===== src/rtl/bridge_arbiter_pkg.sv =====
// Shared types and constants for the two-requester core-chain bus arbiter.
// The default request layout matches the bridge_rx output format.
package bridge_arbiter_pkg;

  typedef enum logic [1:0] {IDLE, ISSUE, WAIT, RESP} state_e;

  localparam int DEF_ADDR_W  = 16;
  localparam int DEF_DATA_W  = 16;
  localparam int DEF_TIMEOUT = 255;
  localparam int TIMER_W     = $clog2(DEF_TIMEOUT + 1);

  typedef struct packed {
    logic [DEF_ADDR_W-1:0] addr;
    logic [DEF_DATA_W-1:0] data;
    logic                  rw;
  } req_t;

  // Timer width for a non-default TIMEOUT.
  function automatic int timer_width(input int timeout);
    return $clog2(timeout + 1);
  endfunction

endpackage


===== src/rtl/bridge_arbiter_slot.sv =====
// One-entry pending-request holder with a sticky overflow flag.
// A request arriving while the slot is full and not being taken is dropped.
module bridge_arbiter_slot
  import bridge_arbiter_pkg::*;
#(
  parameter type slot_t = bridge_arbiter_pkg::req_t
) (
  input  logic  clk,
  input  logic  rst,
  input  slot_t req_i,
  input  logic  valid_i,
  input  logic  take_i,
  output logic  full_o,
  output slot_t req_o,
  output logic  overflow_o
);

  logic  full_q, full_d;
  slot_t req_q, req_d;
  logic  ovf_q, ovf_d;
  logic  accept;

  always_comb begin
    accept = valid_i && (!full_q || take_i);
    full_d = full_q;
    req_d  = req_q;
    ovf_d  = ovf_q;
    if (accept) begin
      full_d = 1'b1;
      req_d  = req_i;
    end else if (take_i) begin
      full_d = 1'b0;
    end
    if (valid_i && full_q && !take_i) begin
      ovf_d = 1'b1;
    end
  end

  always_ff @(posedge clk or posedge rst) begin
    if (rst) begin
      full_q <= 1'b0;
      req_q  <= '0;
      ovf_q  <= 1'b0;
    end else begin
      full_q <= full_d;
      req_q  <= req_d;
      ovf_q  <= ovf_d;
    end
  end

  assign full_o     = full_q;
  assign req_o      = req_q;
  assign overflow_o = ovf_q;

endmodule


===== src/rtl/bridge_arbiter.sv =====
// Round-robin arbiter sharing the core-chain bus between two host bridges:
// one transaction in flight, response timeout, response routed to its owner.
module bridge_arbiter
  import bridge_arbiter_pkg::*;
#(
  parameter int ADDR_W  = 16,
  parameter int DATA_W  = 16,
  parameter int TIMEOUT = 255
) (
  input  logic              clk,
  input  logic              rst,
  input  logic [ADDR_W-1:0] req0_addr_i,
  input  logic [DATA_W-1:0] req0_data_i,
  input  logic              req0_rw_i,
  input  logic              req0_valid_i,
  input  logic [ADDR_W-1:0] req1_addr_i,
  input  logic [DATA_W-1:0] req1_data_i,
  input  logic              req1_rw_i,
  input  logic              req1_valid_i,
  output logic [DATA_W-1:0] rsp0_data_o,
  output logic              rsp0_rw_o,
  output logic              rsp0_err_o,
  output logic              rsp0_valid_o,
  output logic [DATA_W-1:0] rsp1_data_o,
  output logic              rsp1_rw_o,
  output logic              rsp1_err_o,
  output logic              rsp1_valid_o,
  output logic [ADDR_W-1:0] bus_addr_o,
  output logic [DATA_W-1:0] bus_data_o,
  output logic              bus_rw_o,
  output logic              bus_valid_o,
  input  logic [DATA_W-1:0] bus_data_i,
  input  logic              bus_rw_i,
  input  logic              bus_valid_i,
  output logic              busy_o,
  output logic [1:0]        overflow_o
);

  localparam int TMR_W = timer_width(TIMEOUT);
  localparam logic [TMR_W-1:0] TIMER_LAST = TMR_W'(TIMEOUT - 1);

  typedef struct packed {
    logic [ADDR_W-1:0] addr;
    logic [DATA_W-1:0] data;
    logic              rw;
  } txn_t;

  txn_t       slot_in  [2];
  txn_t       slot_req [2];
  logic [1:0] slot_valid;
  logic [1:0] full;
  logic [1:0] take;
  logic       grant;
  logic       grant_ok;

  state_e            state_q, state_d;
  logic              last_q, last_d;
  logic              owner_q, owner_d;
  txn_t              bus_q, bus_d;
  logic              bus_valid_q, bus_valid_d;
  logic [TMR_W-1:0]  timer_q, timer_d;
  logic [DATA_W-1:0] rsp_data_q, rsp_data_d;
  logic              rsp_err_q, rsp_err_d;
  logic              rsp_valid_q, rsp_valid_d;
  logic              debug_rw_unused;

  assign slot_in[0] = {req0_addr_i, req0_data_i, req0_rw_i};
  assign slot_in[1] = {req1_addr_i, req1_data_i, req1_rw_i};
  assign slot_valid = {req1_valid_i, req0_valid_i};

  // With both slots full the requester that did not win last time goes next.
  assign grant    = (full[0] && full[1]) ? ~last_q : full[1];
  assign grant_ok = (state_q == IDLE) && (|full);

  genvar gi;
  generate
    for (gi = 0; gi < 2; gi++) begin : g_slot
      assign take[gi] = grant_ok && (grant == 1'(gi));

      bridge_arbiter_slot #(.slot_t(txn_t)) u_slot (
        .clk        (clk),
        .rst        (rst),
        .req_i      (slot_in[gi]),
        .valid_i    (slot_valid[gi]),
        .take_i     (take[gi]),
        .full_o     (full[gi]),
        .req_o      (slot_req[gi]),
        .overflow_o (overflow_o[gi])
      );
    end
  endgenerate

  always_comb begin
    state_d     = state_q;
    last_d      = last_q;
    owner_d     = owner_q;
    bus_d       = bus_q;
    bus_valid_d = 1'b0;
    timer_d     = timer_q;
    rsp_data_d  = rsp_data_q;
    rsp_err_d   = rsp_err_q;
    rsp_valid_d = 1'b0;
    case (state_q)
      IDLE: begin
        if (grant_ok) begin
          bus_d       = slot_req[grant];
          bus_valid_d = 1'b1;
          owner_d     = grant;
          last_d      = grant;
          state_d     = ISSUE;
        end
      end
      ISSUE: begin
        timer_d = '0;
        state_d = WAIT;
      end
      WAIT: begin
        // A return beat on the timeout cycle still counts as a good response.
        if (bus_valid_i) begin
          rsp_data_d  = bus_q.rw ? bus_q.data : bus_data_i;
          rsp_err_d   = 1'b0;
          rsp_valid_d = 1'b1;
          state_d     = RESP;
        end else if (timer_q == TIMER_LAST) begin
          rsp_data_d  = '0;
          rsp_err_d   = 1'b1;
          rsp_valid_d = 1'b1;
          state_d     = RESP;
        end else begin
          timer_d = timer_q + 1'b1;
        end
      end
      RESP: begin
        state_d = IDLE;
      end
      default: begin
        state_d = IDLE;
      end
    endcase
  end

  always_ff @(posedge clk or posedge rst) begin
    if (rst) begin
      state_q     <= IDLE;
      last_q      <= 1'b1;
      owner_q     <= 1'b0;
      bus_q       <= '0;
      bus_valid_q <= 1'b0;
      timer_q     <= '0;
      rsp_data_q  <= '0;
      rsp_err_q   <= 1'b0;
      rsp_valid_q <= 1'b0;
    end else begin
      state_q     <= state_d;
      last_q      <= last_d;
      owner_q     <= owner_d;
      bus_q       <= bus_d;
      bus_valid_q <= bus_valid_d;
      timer_q     <= timer_d;
      rsp_data_q  <= rsp_data_d;
      rsp_err_q   <= rsp_err_d;
      rsp_valid_q <= rsp_valid_d;
    end
  end

  assign debug_rw_unused = bus_rw_i;

  assign bus_addr_o  = bus_q.addr;
  assign bus_data_o  = bus_q.data;
  assign bus_rw_o    = bus_q.rw;
  assign bus_valid_o = bus_valid_q;
  assign busy_o      = (state_q != IDLE);

  // Response fields read as zero on the requester that does not own the beat.
  assign rsp0_valid_o = rsp_valid_q && !owner_q;
  assign rsp0_data_o  = rsp0_valid_o ? rsp_data_q : '0;
  assign rsp0_rw_o    = rsp0_valid_o && bus_q.rw;
  assign rsp0_err_o   = rsp0_valid_o && rsp_err_q;
  assign rsp1_valid_o = rsp_valid_q && owner_q;
  assign rsp1_data_o  = rsp1_valid_o ? rsp_data_q : '0;
  assign rsp1_rw_o    = rsp1_valid_o && bus_q.rw;
  assign rsp1_err_o   = rsp1_valid_o && rsp_err_q;

endmodule

===== config.mk =====
export PLATFORM = sky130hd
export DESIGN_NAME = bridge_arbiter
export DESIGN_NICKNAME = d
export VERILOG_FILES = /design/src/rtl/bridge_arbiter_pkg.sv /design/src/rtl/bridge_arbiter_slot.sv /design/src/rtl/bridge_arbiter.sv
export SDC_FILE = /design/constraint.sdc
export NUM_CORES = 1
export LEC_CHECK = 0
export CORE_UTILIZATION = 27
export DETAILED_ROUTE_END_ITERATION = 16
export HOLD_SLACK_MARGIN = 0.05
export PLACE_DENSITY = 0.57
export SYNTH_ARGS = -nofsm -noshare
export SYNTH_HDL_FRONTEND = slang
export SYNTH_SLANG_ARGS = --single-unit

===== constraint.sdc =====
create_clock -name clk -period 4.35 [get_ports clk]
set_input_delay 0.6525 -clock clk [delete_from_list [all_inputs] [get_ports clk]]
set_output_delay 0.6525 -clock clk [all_outputs]
set_load 0.05 [all_outputs]

# Word-level counts from Yosys, hierarchy flattened
# Index checks and enable logic that the tools add are counted.
# op_classes
n_reduce_logical	34
addsub	1
bitwise_logic	3
n_eq_ne	8
mux	27
order_cmp	1
# op_table
cell	n
33-bit two-way mux	3
16-bit two-way mux	5
1-bit logical AND	16
8-bit two-way mux	2
8-bit one-hot mux with 2 select lines	1
1-bit two-way mux	12
2-bit nonzero test	5
8-bit by 1-bit adder with 8-bit output, second input constant	1
8-bit equality test, second input constant	1
2-bit one-hot mux with 4 select lines	1
2-bit two-way mux	3
2-bit inequality test, second input constant	3
2-bit AND reduction	3
1-bit zero test	5
2-bit equality test, second input constant	2
3-bit inequality test, second input constant	1
3-bit AND reduction	1
2-bit by 1-bit equality test with 1-bit output, second input constant	1
2-bit >= comparator, second input constant	1
2-bit zero test	1
1-bit logical OR	2
1-bit inverter	2
1-bit inverter with 2-bit output	1
2-bit OR reduction	1
# totals
out_inout_bits	75
regBits	134
inputBits	88
elab_cells	95

# Logic depth before layout (Yosys ltp)
# depth
word_depth	7
ltp_mapped	7
depth_no_buf	6

# Cells and area by module
# From an unflattened synthesis, not the netlist that was laid out.
# hier_totals
hier_cells	433
area_unflattened_um2	6027.0
# modules_own_cells
mod	cells_each	seq_area_each_um2	instances	area_per_inst_um2
bridge_arbiter	279	1602.8	1	3099.2
bridge_arbiter_slot	77	875.8	2	1463.9

# Least setup slack after synthesis
# OpenSTA, ideal clock, no wires.
# synth_path
path_kind	reg2out
startpoint	register bus_q (netlist bit bus_rw_o)
endpoint	output rsp1_rw_o
t_required_ns	3.697
path_slack_ns	1.812
stages_incl_launch_ff	4
arrival_ns	1.885
path_buffers	2
path_cell_list	dfrtp_1 buf_2 buf_1 and3_1
# synth_between
elab_chain_len	1
# synth_rtl
element	line	rtl
from (decl)	bridge_arbiter.sv:59	txn_t bus_q, bus_d;
from (signal assigned)	bridge_arbiter.sv:157	bus_q <= bus_d;
1-bit logical AND	bridge_arbiter.sv:181	assign rsp1_rw_o = rsp1_valid_o && bus_q.rw;
to (decl)	bridge_arbiter.sv:25	output logic rsp1_rw_o,
# No other way between the ends.

# Final worst setup path
# layout_path
startpoint	register rsp_valid_q
endpoint	output rsp0_err_o
# layout_between
elab_chain_len	2
# layout_rtl
element	line	rtl
from (decl)	bridge_arbiter.sv:64	logic rsp_valid_q, rsp_valid_d;
from (signal assigned)	bridge_arbiter.sv:162	rsp_valid_q <= rsp_valid_d;
1-bit logical AND	bridge_arbiter.sv:175	assign rsp0_valid_o = rsp_valid_q && !owner_q;
1-bit logical AND	bridge_arbiter.sv:178	assign rsp0_err_o = rsp0_valid_o && rsp_err_q;
to (decl)	bridge_arbiter.sv:22	output logic rsp0_err_o,
# No other way between the ends.

==> results.toml <==
[flow_run]
max-cap-violations = 0

[power_and_ir_drop]
irDropWorstVdd_v = 0.000296
power_leakage_nw = 3.67
finalPower_mw = 6.37
p_switching_mw = 2.51
p_sw_share_pct = 39.3
seqPwrFrac_pct = 35.5
clkPwrFrac_pct = 23.6
internal_power_mw = 3.87
combPwrFrac_pct = 40.9
p_per_area_nw_per_um2 = 771

[timing]
drv_slew = 0
worst_slack_ns = 0.830
setup_tns_ns = 0
setup_viol = 0
tightest_slew_ns = 1.20
rsz0062_at_grt = "no"
max_freq_ghz = 0.284
fin_skew_ns = 0.0135
finalCritPeriodShare_pct = 80.9
finalHoldViolations = 0
fin_crit_ns = 3.52
worst_slew_margin_rel_pct = 20.0

[global_routing]
groute.usage.overall_pct = 14.6
grt_overflow = 0
antenna_found_initial = 0
grt_pass1_vias = 4455
grt_pass1_wl_microns = 24600
grt_max_degree = 113

[layout]
layout_common_cells = "161 x clkdlybuf4s50_1, 133 x dfrtp_1, 44 x inv_1, 37 x mux2_2, 33 x a222oi_1"
final_area_sq_um = 8260
nFillCells = 1979
nets = 697
n_antenna_cell = 0
area.growth.synth_to_final_pct = 43.0
final_common_cell = "clkdlybuf4s50_1"
drive_gt1_share_pct = 14.3

[cts]
cts_tree = "done"
cts_sinks = 134
clockRootBuffer = "clkbuf_16"
postCtsHoldBufs = 0
clk_pin_slew_ns = 0.06
cts_buffers = 17
cts_setup_buffers = 0
insertion_delay_ns = 0.42
cts_resized = 0
cts_buffer_depth = 2
htree_num_levels = 4

[placed_design]
place_area_sq_um = 7640
hpwl_microns = 10100
gp_congestion = 0.782
pre_cts_ws_ns = 1.23
port_buffers = 161

[setup_path]
worstSetupPathType = "reg -> out"
r2r.worst_path.cells = 6
arrival_ns = 2.87
cp-start-kind = "register"
path_max_fanout = 20
required_ns = 3.70
crit_path_end_kind = "output port"

[synth]
syn-mean-instance-area_sq_um = 13.0
ys_seq_elements = 134
yosysSeqAreaShare_pct = 58.1
synthFlopType = "dfrtp_1"
synth_top_area_share_pct = 57.6
synth_edf_count = 0
yosysWarnings = 0
async_flop_share_pct = 100
synth_fp_nets = 539
netlist_area_sq_um = 5780
synth_area_leaders = "dfrtp_1 58%, mux2_2 7.2%, mux2_1 5.8%, a222oi_1 5.7%, inv_1 2.9%"
synth_area_leader_cell = "dfrtp_1"
syn_inst = 445
synth_cell_types = 43

[floorplanning]
start_util_pct = 27.5
top_level_ports = 163
die-area_sq_um = 22000
fp-row-count = 53
die_w_microns = 148
die_h_microns = 148
coreArea_sq_um = 21000

[status]
status = "completed"

[routing]
drtIter0Drc = 301
post-route-drc-count = 0
vias = 4255
drt-pass1-iter-count = 8
wl_microns = 15200
ant_nets = 0
via_per_inst = 4.78
wl_per_cell_microns = 17.0

[hold_path]
hold_depth = 1
hp-class = "reg -> reg"
[stage by stage]
stage	hold slack [ns]	utilization [%]	std cells
4_1_cts	0.479	39.3	891
2_1_floorplan	0.443	-	445
6_report	0.471	39.3	891
3_5_place_dp	0.466	36.3	859
5_1_grt	0.483	39.3	891
3_3_place_gp	0.454	36.3	859
[registers in the layout, summed over array words and instances, names as in the netlist, 2 cells and up]
register	flops
bus_addr_o	16
bus_data_o	16
g_slot.u_slot.full_o	2
g_slot.u_slot.overflow_o	2
g_slot.u_slot.req_o	66
rsp_data_q	16
state_q	2
timer_q	8
[routing by layer]
metal	vias to the layer above	routed length (microns)	global-route usage (%)	part of all wire, %
li1	1949	-	-	-
met1	2123	6640	18.7	44
met4	0	162	4.18	1.1
met2	170	7220	23.6	48
met5	-	0	0	0
met3	13	1130	4.79	7.5
[cell type report]
type                    instances  area [sq um]  area share, %
clock buffers                  20           457           5.53
clock inverters                12           165           2.00
inverters                      47           181           2.20
multi-input cells             235          2100           25.4
flip-flops and latches        134          3350           40.6
well taps                     275           344           4.16
repair buffers                168          1660           20.1
[worst paths after layout]
| kind | slack, ns | end | start |
|---|---|---|---|
| min in group asynchronous | 0.86 | bus_addr_o[12] | rst |
| setup / recovery | 0.83 | rsp0_err_o | rsp_valid_q |
| hold reg to reg | 0.47 | g_slot[1].u_slot.overflow_o | g_slot[1].u_slot.overflow_o |
| hold / removal | 0.47 | g_slot[1].u_slot.overflow_o | g_slot[1].u_slot.overflow_o |
| max in group asynchronous | 2.68 | g_slot[0].u_slot.req_o[8] | rst |
| setup reg to reg | 1.54 | g_slot[1].u_slot.req_o[31] | state_q[0] |
[power groups by stage]
| stage | logic, mW | registers (mW) | clock network [mW] |
|---|---|---|---|
| 2_1_floorplan | 1.46 | 2.58 | 0 |
| 3_3_place_gp | 2.58 | 2.25 | 0 |
| 3_5_place_dp | 2.64 | 2.28 | 0 |
| 4_1_cts | 2.65 | 2.26 | 1.55 |
| 5_1_grt | 2.81 | 2.34 | 1.62 |
| 6_report | 2.61 | 2.26 | 1.50 |
[worst max-delay path, cell delays in order (launching register included)]
cell	delay [ns]
dfrtp_1	0.63
nor2b_1	0.78
and2_1	0.24
clkdlybuf4s50_1	0.81
[synth_stat cells, types with 4 or more instances]
| library cell | number |
|---|---|
| o2bb2ai_1 | 16 |
| clkbuf_1 | 13 |
| a222oi_1 | 33 |
| inv_1 | 45 |
| mux2i_1 | 16 |
| and2_1 | 19 |
| ha_1 | 6 |
| a21o_1 | 4 |
| o21ai_0 | 7 |
| dfrtp_1 | 133 |
| nand3_1 | 5 |
| buf_2 | 7 |
| a21oi_1 | 4 |
| and3_1 | 20 |
| buf_6 | 6 |
| mux2_2 | 37 |
| mux2_1 | 30 |
| nand2_1 | 9 |
[cells by family (layout without fill, tap and decap cells)]
logic type / after synthesis / in the layout / share of synthesized area, %
flops: 134 / 134 / 58.1
mux: 83 / 83 / 15.8
compound gates: 79 / 79 / 12.0
buf+inv: 76 / 247 / 6.00
simple gates: 66 / 66 / 6.61
fa+ha+maj: 6 / 6 / 1.30
xor+xnor: 1 / 1 / 0.152
No activity file was read; power rests on OpenSTA's default activity.
